===== src/rtl/can_frame_sequencer_pkg.sv =====
// Shared types and constants for the CAN transmit frame sequencer.
package can_pkg;

   localparam int          CAN_ID_W       = 11;
   localparam int          CAN_MAX_BYTES  = 8;
   localparam int          CAN_CRC_W      = 15;
   localparam logic [14:0] CAN_CRC15_POLY = 15'h4599;

   typedef enum logic [2:0] {
      IDLE,
      ID,
      DATA,
      CRC,
      DONE
   } can_seq_state_t;

   function automatic logic [3:0] clamp_dlc(input logic [3:0] dlc, input logic [3:0] max_bytes);
      return (dlc > max_bytes) ? max_bytes : dlc;
   endfunction

endpackage


===== src/rtl/can_frame_sequencer_if.sv =====
// Frame request handshake between a frame producer and the sequencer.
interface can_frame_sequencer_if import can_pkg::*; #(
   parameter int ID_W = CAN_ID_W
);
   logic            req_valid;
   logic            req_ready;
   logic [ID_W-1:0] req_id;
   logic [3:0]      req_dlc;
   logic [63:0]     req_data;

   modport master (output req_valid, req_id, req_dlc, req_data, input req_ready);
   modport slave  (input req_valid, req_id, req_dlc, req_data, output req_ready);
endinterface


===== src/rtl/can_frame_sequencer_crc15.sv =====
// Serial CAN CRC register; a clear together with an enable restarts from zero and absorbs that bit.
module can_crc15 import can_pkg::*; #(
   parameter int             CRC_W    = CAN_CRC_W,
   parameter logic [CRC_W-1:0] CRC_POLY = CAN_CRC15_POLY
) (
   input  logic             clk,
   input  logic             rst,
   input  logic             clr,
   input  logic             en,
   input  logic             bit_in,
   output logic [CRC_W-1:0] crc
);

   logic [CRC_W-1:0] base;
   logic [CRC_W-1:0] step;

   always_comb begin
      base = clr ? '0 : crc;
      step = {base[CRC_W-2:0], 1'b0} ^ ((bit_in ^ base[CRC_W-1]) ? CRC_POLY : '0);
   end

   always_ff @(posedge clk or negedge rst) begin
      if (!rst) begin
         crc <= '0;
      end else if (en) begin
         crc <= step;
      end else if (clr) begin
         crc <= '0;
      end
   end

endmodule


===== src/rtl/can_frame_sequencer.sv =====
// CAN transmit sequencer: serialises ID, data and CRC-15 one bit per clock with field strobes.
// Optional bit stuffing is enabled by defining CAN_BIT_STUFF_EN.
module can_frame_sequencer import can_pkg::*; #(
   parameter int               ID_W      = CAN_ID_W,
   parameter int               MAX_BYTES = CAN_MAX_BYTES,
   parameter int               CRC_W     = CAN_CRC_W,
   parameter logic [CRC_W-1:0] CRC_POLY  = CAN_CRC15_POLY
) (
   input  logic                 clk,
   input  logic                 rst,
   can_frame_sequencer_if.slave req,
   output logic                 bit_out,
   output logic                 bit_valid,
   output logic                 id_en,
   output logic                 data_en,
   output logic                 crc_en,
   output logic                 stuff_flag,
   output logic                 busy,
   output logic                 done,
   output logic [CRC_W-1:0]     crc_out
);

   can_seq_state_t   state, state_nxt;
   logic [6:0]       cnt, cnt_nxt;
   logic [ID_W-1:0]  id_sh, id_sh_nxt;
   logic [63:0]      data_sh, data_sh_nxt;
   logic [CRC_W-1:0] crc_sh, crc_sh_nxt;
   logic [3:0]       dlc_q, dlc_nxt;
   logic [CRC_W-1:0] crc_out_nxt;
   logic [CRC_W-1:0] crc;
   logic             ready_q;
   logic             bit_nxt, bit_valid_nxt, id_en_nxt, data_en_nxt, crc_en_nxt, stuff_nxt;
   logic             crc_clr, enter_crc, stuff_due;

   assign req.req_ready = ready_q;

   can_crc15 #(
      .CRC_W   (CRC_W),
      .CRC_POLY(CRC_POLY)
   ) u_crc (
      .clk   (clk),
      .rst   (rst),
      .clr   (crc_clr),
      .en    (id_en_nxt | data_en_nxt),
      .bit_in(bit_nxt),
      .crc   (crc)
   );

   // Everything below computes what the next cycle presents; the register block then latches it.
   always_comb begin
      state_nxt   = state;
      cnt_nxt     = cnt;
      id_sh_nxt   = id_sh;
      data_sh_nxt = data_sh;
      crc_sh_nxt  = crc_sh;
      dlc_nxt     = dlc_q;
      crc_out_nxt = crc_out;
      bit_nxt     = 1'b0;
      id_en_nxt   = 1'b0;
      data_en_nxt = 1'b0;
      crc_en_nxt  = 1'b0;
      stuff_nxt   = 1'b0;
      crc_clr     = 1'b0;
      enter_crc   = 1'b0;
      if (stuff_due) begin
         bit_nxt   = ~bit_out;
         stuff_nxt = 1'b1;
      end else begin
         unique case (state)
            IDLE: begin
               if (req.req_valid) begin
                  state_nxt   = ID;
                  dlc_nxt     = clamp_dlc(req.req_dlc, 4'(MAX_BYTES));
                  data_sh_nxt = req.req_data;
                  bit_nxt     = req.req_id[ID_W-1];
                  id_sh_nxt   = req.req_id << 1;
                  id_en_nxt   = 1'b1;
                  cnt_nxt     = 7'd1;
                  crc_clr     = 1'b1;
               end
            end
            ID: begin
               if (cnt == 7'(ID_W)) begin
                  if (dlc_q == 4'd0) begin
                     enter_crc = 1'b1;
                  end else begin
                     state_nxt   = DATA;
                     bit_nxt     = data_sh[63];
                     data_sh_nxt = data_sh << 1;
                     data_en_nxt = 1'b1;
                     cnt_nxt     = 7'd1;
                  end
               end else begin
                  bit_nxt   = id_sh[ID_W-1];
                  id_sh_nxt = id_sh << 1;
                  id_en_nxt = 1'b1;
                  cnt_nxt   = cnt + 7'd1;
               end
            end
            DATA: begin
               if (cnt == {dlc_q, 3'b000}) begin
                  enter_crc = 1'b1;
               end else begin
                  bit_nxt     = data_sh[63];
                  data_sh_nxt = data_sh << 1;
                  data_en_nxt = 1'b1;
                  cnt_nxt     = cnt + 7'd1;
               end
            end
            CRC: begin
               if (cnt == 7'(CRC_W)) begin
                  state_nxt = DONE;
               end else begin
                  bit_nxt    = crc_sh[CRC_W-1];
                  crc_sh_nxt = crc_sh << 1;
                  crc_en_nxt = 1'b1;
                  cnt_nxt    = cnt + 7'd1;
               end
            end
            DONE: begin
               state_nxt = IDLE;
            end
            default: begin
               state_nxt = IDLE;
            end
         endcase
         // The CRC register already holds the last data bit, so its value is final here.
         if (enter_crc) begin
            state_nxt   = CRC;
            bit_nxt     = crc[CRC_W-1];
            crc_sh_nxt  = crc << 1;
            crc_out_nxt = crc;
            crc_en_nxt  = 1'b1;
            cnt_nxt     = 7'd1;
         end
      end
      bit_valid_nxt = id_en_nxt | data_en_nxt | crc_en_nxt | stuff_nxt;
   end

`ifdef CAN_BIT_STUFF_EN
   logic [2:0] run_len, run_len_nxt;

   // Runs span field boundaries; nothing is stuffed after the final CRC bit.
   always_comb begin
      stuff_due = (state == ID || state == DATA || state == CRC) && (run_len == 3'd5) &&
                  !(state == CRC && cnt == 7'(CRC_W));
      if (!bit_valid_nxt) begin
         run_len_nxt = 3'd0;
      end else if (bit_valid && (bit_nxt == bit_out)) begin
         run_len_nxt = run_len + 3'd1;
      end else begin
         run_len_nxt = 3'd1;
      end
   end

   always_ff @(posedge clk or negedge rst) begin
      if (!rst) begin
         run_len <= 3'd0;
      end else begin
         run_len <= run_len_nxt;
      end
   end
`else
   assign stuff_due = 1'b0;
`endif

   always_ff @(posedge clk or negedge rst) begin
      if (!rst) begin
         state      <= IDLE;
         cnt        <= '0;
         id_sh      <= '0;
         data_sh    <= '0;
         crc_sh     <= '0;
         dlc_q      <= '0;
         crc_out    <= '0;
         bit_out    <= 1'b0;
         bit_valid  <= 1'b0;
         id_en      <= 1'b0;
         data_en    <= 1'b0;
         crc_en     <= 1'b0;
         stuff_flag <= 1'b0;
         busy       <= 1'b0;
         done       <= 1'b0;
         ready_q    <= 1'b1;
      end else begin
         state      <= state_nxt;
         cnt        <= cnt_nxt;
         id_sh      <= id_sh_nxt;
         data_sh    <= data_sh_nxt;
         crc_sh     <= crc_sh_nxt;
         dlc_q      <= dlc_nxt;
         crc_out    <= crc_out_nxt;
         bit_out    <= bit_nxt;
         bit_valid  <= bit_valid_nxt;
         id_en      <= id_en_nxt;
         data_en    <= data_en_nxt;
         crc_en     <= crc_en_nxt;
         stuff_flag <= stuff_nxt;
         busy       <= (state_nxt != IDLE);
         done       <= (state_nxt == DONE);
         ready_q    <= (state_nxt == IDLE);
      end
   end

endmodule


===== src/flat_wrapper.sv =====
// flat-port wrapper written by rule: the top's interface ports become plain ports
module can_frame_sequencer_flat import can_pkg::*;
#(
   parameter int               ID_W      = CAN_ID_W,
   parameter int               MAX_BYTES = CAN_MAX_BYTES,
   parameter int               CRC_W     = CAN_CRC_W,
   parameter logic [CRC_W-1:0] CRC_POLY  = CAN_CRC15_POLY
)
  (clk, rst, bit_out, bit_valid, id_en, data_en, crc_en, stuff_flag, busy, done, crc_out, req_req_valid, req_req_id, req_req_dlc, req_req_data, req_req_ready);
  can_frame_sequencer_if #(.ID_W(ID_W)) req_i ();
  input  logic clk;
  input  logic rst;
  output logic bit_out;
  output logic bit_valid;
  output logic id_en;
  output logic data_en;
  output logic crc_en;
  output logic stuff_flag;
  output logic busy;
  output logic done;
  output logic [CRC_W-1:0] crc_out;
  input wire logic [$bits(req_i.req_valid)-1:0] req_req_valid;
  input wire logic [$bits(req_i.req_id)-1:0] req_req_id;
  input wire logic [$bits(req_i.req_dlc)-1:0] req_req_dlc;
  input wire logic [$bits(req_i.req_data)-1:0] req_req_data;
  output wire logic [$bits(req_i.req_ready)-1:0] req_req_ready;
  assign req_i.req_valid = req_req_valid;
  assign req_i.req_id = req_req_id;
  assign req_i.req_dlc = req_req_dlc;
  assign req_i.req_data = req_req_data;
  assign req_req_ready = req_i.req_ready;
  can_frame_sequencer #(.ID_W(ID_W), .MAX_BYTES(MAX_BYTES), .CRC_W(CRC_W), .CRC_POLY(CRC_POLY)) u_core (.clk(clk), .rst(rst), .req(req_i), .bit_out(bit_out), .bit_valid(bit_valid), .id_en(id_en), .data_en(data_en), .crc_en(crc_en), .stuff_flag(stuff_flag), .busy(busy), .done(done), .crc_out(crc_out));
endmodule

===== config.mk =====
export PLATFORM = sky130hd
export DESIGN_NAME = can_frame_sequencer_flat
export DESIGN_NICKNAME = d
export VERILOG_FILES = /design/src/rtl/can_frame_sequencer_pkg.sv /design/src/rtl/can_frame_sequencer_if.sv /design/src/rtl/can_frame_sequencer_crc15.sv /design/src/rtl/can_frame_sequencer.sv /design/src/flat_wrapper.sv
export SDC_FILE = /design/constraint.sdc
export NUM_CORES = 1
export LEC_CHECK = 0
export BUFFER_PORTS_ARGS = -buffer_cell sky130_fd_sc_hd__buf_2
export CAP_MARGIN = 20
export CORE_ASPECT_RATIO = 1.2
export CORE_MARGIN = 2
export CORE_UTILIZATION = 61
export DETAILED_ROUTE_END_ITERATION = 8
export GPL_ROUTABILITY_DRIVEN = 1
export HOLD_SLACK_MARGIN = 0.05
export PLACE_DENSITY = 0.85
export SYNTH_ARGS = -nofsm -noshare
export SYNTH_HDL_FRONTEND = slang
export SYNTH_HIERARCHICAL = 1
export SYNTH_SLANG_ARGS = --single-unit

===== constraint.sdc =====
create_clock -name clk -period 3.9 [get_ports clk]
set_input_delay 0.78 -clock clk [delete_from_list [all_inputs] [get_ports clk]]
set_output_delay 0.78 -clock clk [all_outputs]
set_load 0.01 [all_outputs]

After elaboration in Yosys (flattened, before gate mapping)
Index checks and enable logic that the tools add are counted.
{ "totals": {"ff_bits": 142, "latchBits": 0, "ram_bits": 0, "mem_bits_ro": 0, "mem_count": 0} }
{ "op_classes": {"n_addsub": 1, "multipliers": 0, "n_div": 0, "order_cmp": 1, "n_eq_ne": 17, "n_shift": 0, "muxes": 50, "bitwise_logic": 4, "n_reduce_logical": 13} }
{ "op_table": {"columns": ["op", "count"], "rows": [
  ["64-bit two-way mux", 4],
  ["64-bit one-hot mux with 3 select lines", 1],
  ["15-bit two-way mux", 6],
  ["7-bit two-way mux", 6],
  ["7-bit one-hot mux with 4 select lines", 1],
  ["11-bit two-way mux", 2],
  ["11-bit one-hot mux with 2 select lines", 1],
  ["1-bit two-way mux", 18],
  ["3-bit two-way mux", 5],
  ["15-bit XOR", 1],
  ["7-bit by 4-bit == test with 1-bit output, second input constant", 2],
  ["3-bit one-hot mux with 4 select lines", 1],
  ["5-bit AND reduction", 2],
  ["3-bit by 2-bit inequality test with 1-bit output, second input constant", 3],
  ["2-bit inequality test, second input constant", 4],
  ["7-bit by 1-bit adder with 7-bit output, second input constant", 1],
  ["7-bit == test", 1],
  ["3-bit by 2-bit == test with 1-bit output, second input constant", 2],
  ["3-bit logical NOT", 2],
  ["1-bit one-hot mux with 2 select lines", 3],
  ["3-bit nonzero test", 2],
  ["5-bit nonzero test", 1],
  ["4-bit > comparator, second input constant", 1],
  ["4-bit logical NOT", 1],
  ["11 further kinds", 15]
]} }

Depth between registers and ports, before layout
{ "depth": {"ltp_word": 9, "ltp_mapped": 11, "depth_no_buf": 9} }

Cells and area by module
Netlist, hierarchy kept.
{ "modules_own_cells": {"columns": ["mod", "n_inst", "cells_each", "area_per_inst_um2", "seq_area_each_um2"], "rows": [
  ["can_frame_sequencer", 1, 529, 6157.2, 3129.3],
  ["can_crc15", 1, 69, 716.9, 375.4]
]} }

Worst setup path before layout
OpenSTA, ideal clock, no wires.
{ "synth_path": {"path_kind": "input port to flip-flop", "start": "input port req_req_valid", "end": "register u_core.u_crc.crc[14]", "setup_time_ns": 0.127, "arrival_time_ns": 2.254, "required_ns": 3.773, "setup_slack_ns": 1.519, "stages": 9, "cell_sequence": "nand3_1 inv_2 a21oi_1 clkbuf_1 a31oi_1 buf_2 o21ai_0 a2bb2oi_1 o31ai_1"} }
{ "synth_between": {"elab_chain_len": 7, "word_cells_on_any_way": 12, "classes_between": "mux: 9; bitwise: 3"} }
{ "synth_lines": {"columns": ["element", "line_no", "source"], "rows": [
  ["from (decl)", "flat_wrapper.sv:22", "input wire logic [$bits(req_i.req_valid)-1:0] req_req_valid;"],
  ["1-bit two-way mux *", "can_frame_sequencer.sv:71", "if (req.req_valid) begin"],
  ["1-bit two-way mux *", "can_frame_sequencer.sv:69", "unique case (state)"],
  ["named net u_core.crc_clr", "can_frame_sequencer.sv:33", "logic crc_clr, enter_crc, stuff_due;"],
  ["15-bit two-way mux *", null, null],
  ["1-bit XOR", "can_frame_sequencer_crc15.sv:19", "step = {base[CRC_W-2:0], 1'b0} ^ ((bit_in ^ base[CRC_W-1]) ? CRC_POLY : '0);"],
  ["15-bit two-way mux", "can_frame_sequencer_crc15.sv:19", null],
  ["15-bit XOR", "can_frame_sequencer_crc15.sv:19", null],
  ["15-bit two-way mux *", "can_frame_sequencer_crc15.sv:25", "end else if (en) begin"],
  ["to (signal assigned)", "can_frame_sequencer_crc15.sv:26", "crc <= step;"],
  ["to (decl)", "can_frame_sequencer_crc15.sv:11", "output logic [CRC_W-1:0] crc"]
]} }
Mark *: on every way through the listed nets, which the timed path passes. The rest lies on a longest branch.
A chain may end at the register's enable or synchronous reset.

Final worst setup path
{ "layout_path": {"start": "register u_core.state[2]", "end": "register u_core.u_crc.crc[3]"} }
{ "layout_between": {"elab_chain_len": 7, "word_cells_on_any_way": 16, "classes_between": "eq/ne: 3; mux: 9; bitwise: 3; reduce/logical: 1"} }
{ "layout_lines": {"columns": ["element", "line_no", "source"], "rows": [
  ["from (decl)", "can_frame_sequencer.sv:23", "can_seq_state_t state, state_nxt;"],
  ["from (signal assigned)", "can_frame_sequencer.sv:186", "state <= state_nxt;"],
  ["3-bit logical NOT *", "can_frame_sequencer.sv:69", null],
  ["1-bit two-way mux *", "can_frame_sequencer.sv:69", null],
  ["named net u_core.crc_clr", "can_frame_sequencer.sv:33", null],
  ["15-bit two-way mux *", null, null],
  ["1-bit XOR", "can_frame_sequencer_crc15.sv:19", null],
  ["15-bit two-way mux", "can_frame_sequencer_crc15.sv:19", null],
  ["15-bit XOR", "can_frame_sequencer_crc15.sv:19", null],
  ["15-bit two-way mux *", "can_frame_sequencer_crc15.sv:25", null]
]} }
Marked as above.

==> results by group <==
Place
  • HPWL Detailed: 9450 microns
  • Placed instance area: between 7000 and 8000 sq um
  • GP Congestion: 0.865
  • Buffers on Ports: between 100 and 150

Critical path
  • Crit start category: register
  • Worst setup path category: reg -> reg
  • Crit path max fanout: 28
  • Critical Path RT: 4210 ps
  • CP Capture Type: register
  • WP data arrival: 3240 ps

Logic synthesis
  • Most used DFF post-synth: dfrtp_1
  • Syn_area_per_cell: 11.5 sq um
  • Synthesis warning total: 6
  • Mapped Nets: 682
  • Seq cells post-synth: 140
  • Post-synthesis instance area: between 6000 and 7000 sq um
  • Async set-reset flop share out of synthesis: 1.00
  • Post-synth cell types: 50
  • Seq/Total Area, Yosys: 0.510
  • EDFF count, synth: 0
  • Gate Count Post-Synth: ~600

Pwr
  • Overall Power: 6.97 mW
  • Static Leak: 4.07 nW
  • Worst VDD drop: 0.000474 V
  • Pwr dens: 868 nW/um^2

Clock tree
  • Clk Latency, worst-skew pair: ~410 ps
  • Post-CTS Resized: 0
  • Reg clk slew, reported paths: 60 ps
  • CTS tree: done
  • CTS root buf: clkbuf_16
  • CTS max path bufs: 2
  • Htree depth: 4
  • Number of CTS-inserted buffers: 17
  • Clk sinks: 140
  • Post-CTS Setup Inserts: 0
  • Post-CTS Hold Fix Bufs: 0

Route
  • DRC Markers: 0
  • Via Count: about 5000
  • DRT antenna net count: 0
  • Via-to-Cell Ratio: 6.02
  • Wire per inst: 17.7 microns
  • Iter 0 DRT Violations: 250
  • Final wirelength: 14800 microns
  • Pre-antenna DRT Iters: 5

STA
  • Minimum clock period: 2940 ps
  • Hold Vio Cnt, Final: 0
  • Slew at the pin closest to its max-slew limit: 921 ps
  • Final setup viols: 0
  • Fmax: 341 MHz
  • Post-Route Setup TNS: 0 ps
  • Slew HR: 0.386
  • Final Skew: 7.64 ps
  • Slew Limit Fails: 0
  • Fin crit share: 0.753
  • RSZ-0062 raised after global routing: false

Floorplanning
  • Die Width: 101 microns
  • Chip Height: approximately 120 microns
  • IO Pins: 106
  • Core Rows: 42
  • CORE AREA: 11000 sq um
  • Die area: around 12000 sq um
  • Initial core utilization: 0.623

Status
  • Status: finished clean

Finish
  • Share of layout cells above drive strength 1: 0.331
  • Post-layout nets: 775
  • Antenna diode count: 0
  • Area Overhead vs Synth: 16.7%
  • Commonest non-fill, non-tap cell in the layout: dfrtp_1
  • Most frequent cells in the layout: 139 x dfrtp_1, 103 x buf_2, 81 x mux2i_1
  • Finished Cell Area: 8020 sq um
  • Fill cells: 764

Global routing
  • Largest net degree at the start of global routing: 87
  • Initial antenna violation count: 0
  • Tot GR Track Use: 0.253
  • First-pass GRT wire length: 24100 microns
  • Number of global-route vias before repair: slightly below 5000
  • Gr ovfl total: 0

Min path
  • Min-Delay Path Class: in -> async

Run
  • Max-Cap Viols: 0
## routing by layer
| metal | up-vias | part of all wire | GRT usage |
|---|---|---|---|
| li1 | 2336 | - | - |
| met1 | 2518 | 0.42 | 0.335 |
| met2 | 154 | 0.52 | 0.413 |
| met3 | 23 | 0.049 | 0.0549 |
| met4 | 0 | 0.019 | 0.0912 |
| met5 | - | 0 | 0 |
## cell type report
class	instances	area [sq um]	share of cell area
Multi-Input combinational cell	407	3100	0.387
Inverter	10	37.5	0.00468
Clock buffer	25	505	0.0630
Sequential cell	140	3500	0.437
Tap cell	132	165	0.0206
Clock inverter	7	85.1	0.0106
Timing Repair Buffer	115	622	0.0775
## synthesized netlist by cell type (8+ instances only)
library cell	n	area (sq um)
dfrtp_1	139	3480
mux2i_1	81	811
nand3_1	68	340
o21ai_2	61	534
nand2_1	34	128
mux2_1	28	315
nor2_1	26	97.6
buf_2	14	70.1
clkbuf_1	14	52.6
mux2_2	14	158
o21ai_0	14	70.1
xnor2_1	9	78.8
inv_1	8	30.0
## final timing paths
check	slack [ps]	startpoint	to	cells after the start
min in group clk	480	u_core/crc_out[4]	u_core/crc_out[4]	1
setup / recovery	960	u_core/state[2]	u_core/u_crc/crc[3]	9
hold / removal	420	rst	u_core/data_sh[55]	1
hold reg to reg	480	u_core/crc_out[4]	u_core/crc_out[4]	1
setup reg to reg	960	u_core/state[2]	u_core/u_crc/crc[3]	9
max in group asynchronous	2740	rst	u_core/data_sh[48]	2
## power breakdown
group / switching [mW] / leakage, nW / internal (mW) / total [mW]
sequential: 0.408 / 1.80 / 2.05 / 2.46
clock: 0.569 / 0.297 / 1.02 / 1.59
combinational: 1.64 / 1.97 / 1.28 / 2.91
## worst max-delay path, stage by stage (launching register included)
cell and delay (ps):
dfrtp_1 530, nor2_1 330, nand3_1 230, inv_2 410, a21oi_1 140, a31oi_1 210, buf_4 260, inv_2 70
or3_4 420, o221ai_1 230
## state kept, by name, summed over array words and instances, names as in the netlist, 3 cells and up
signal,cells
u_core/data_sh,64
u_core/crc_out,15
u_core/u_crc/crc,15
u_core/crc_sh,14
u_core/id_sh,10
u_core/cnt,7
u_core/dlc_q,4
u_core/state,3
## kinds of logic after synthesis
| logic type | after synthesis | share of synthesized area |
|---|---|---|
| AO/OA/AOI/OAI | 109 | 0.128 |
| other | 1 | 0.000546 |
| AND/OR/NAND/NOR | 163 | 0.120 |
| multiplexers | 123 | 0.187 |
| flip-flops | 140 | 0.510 |
| buffers and inverters | 51 | 0.0402 |
| adder cells (fa/ha/maj) | 2 | 0.00364 |
| XOR/XNOR | 9 | 0.0115 |
## stage by stage
step                      std cells  hold slack [ps]   util  worst slack (ps)
after floorplan                 598              450      -              1520
after global placement          804              464  0.674              1210
after detailed placement        804              472  0.674              1080
after CTS                       836              456  0.727              1010
after global routing            836              484  0.727               797
final                           836              417  0.727               965
Power figures use the tool's default switching activity.
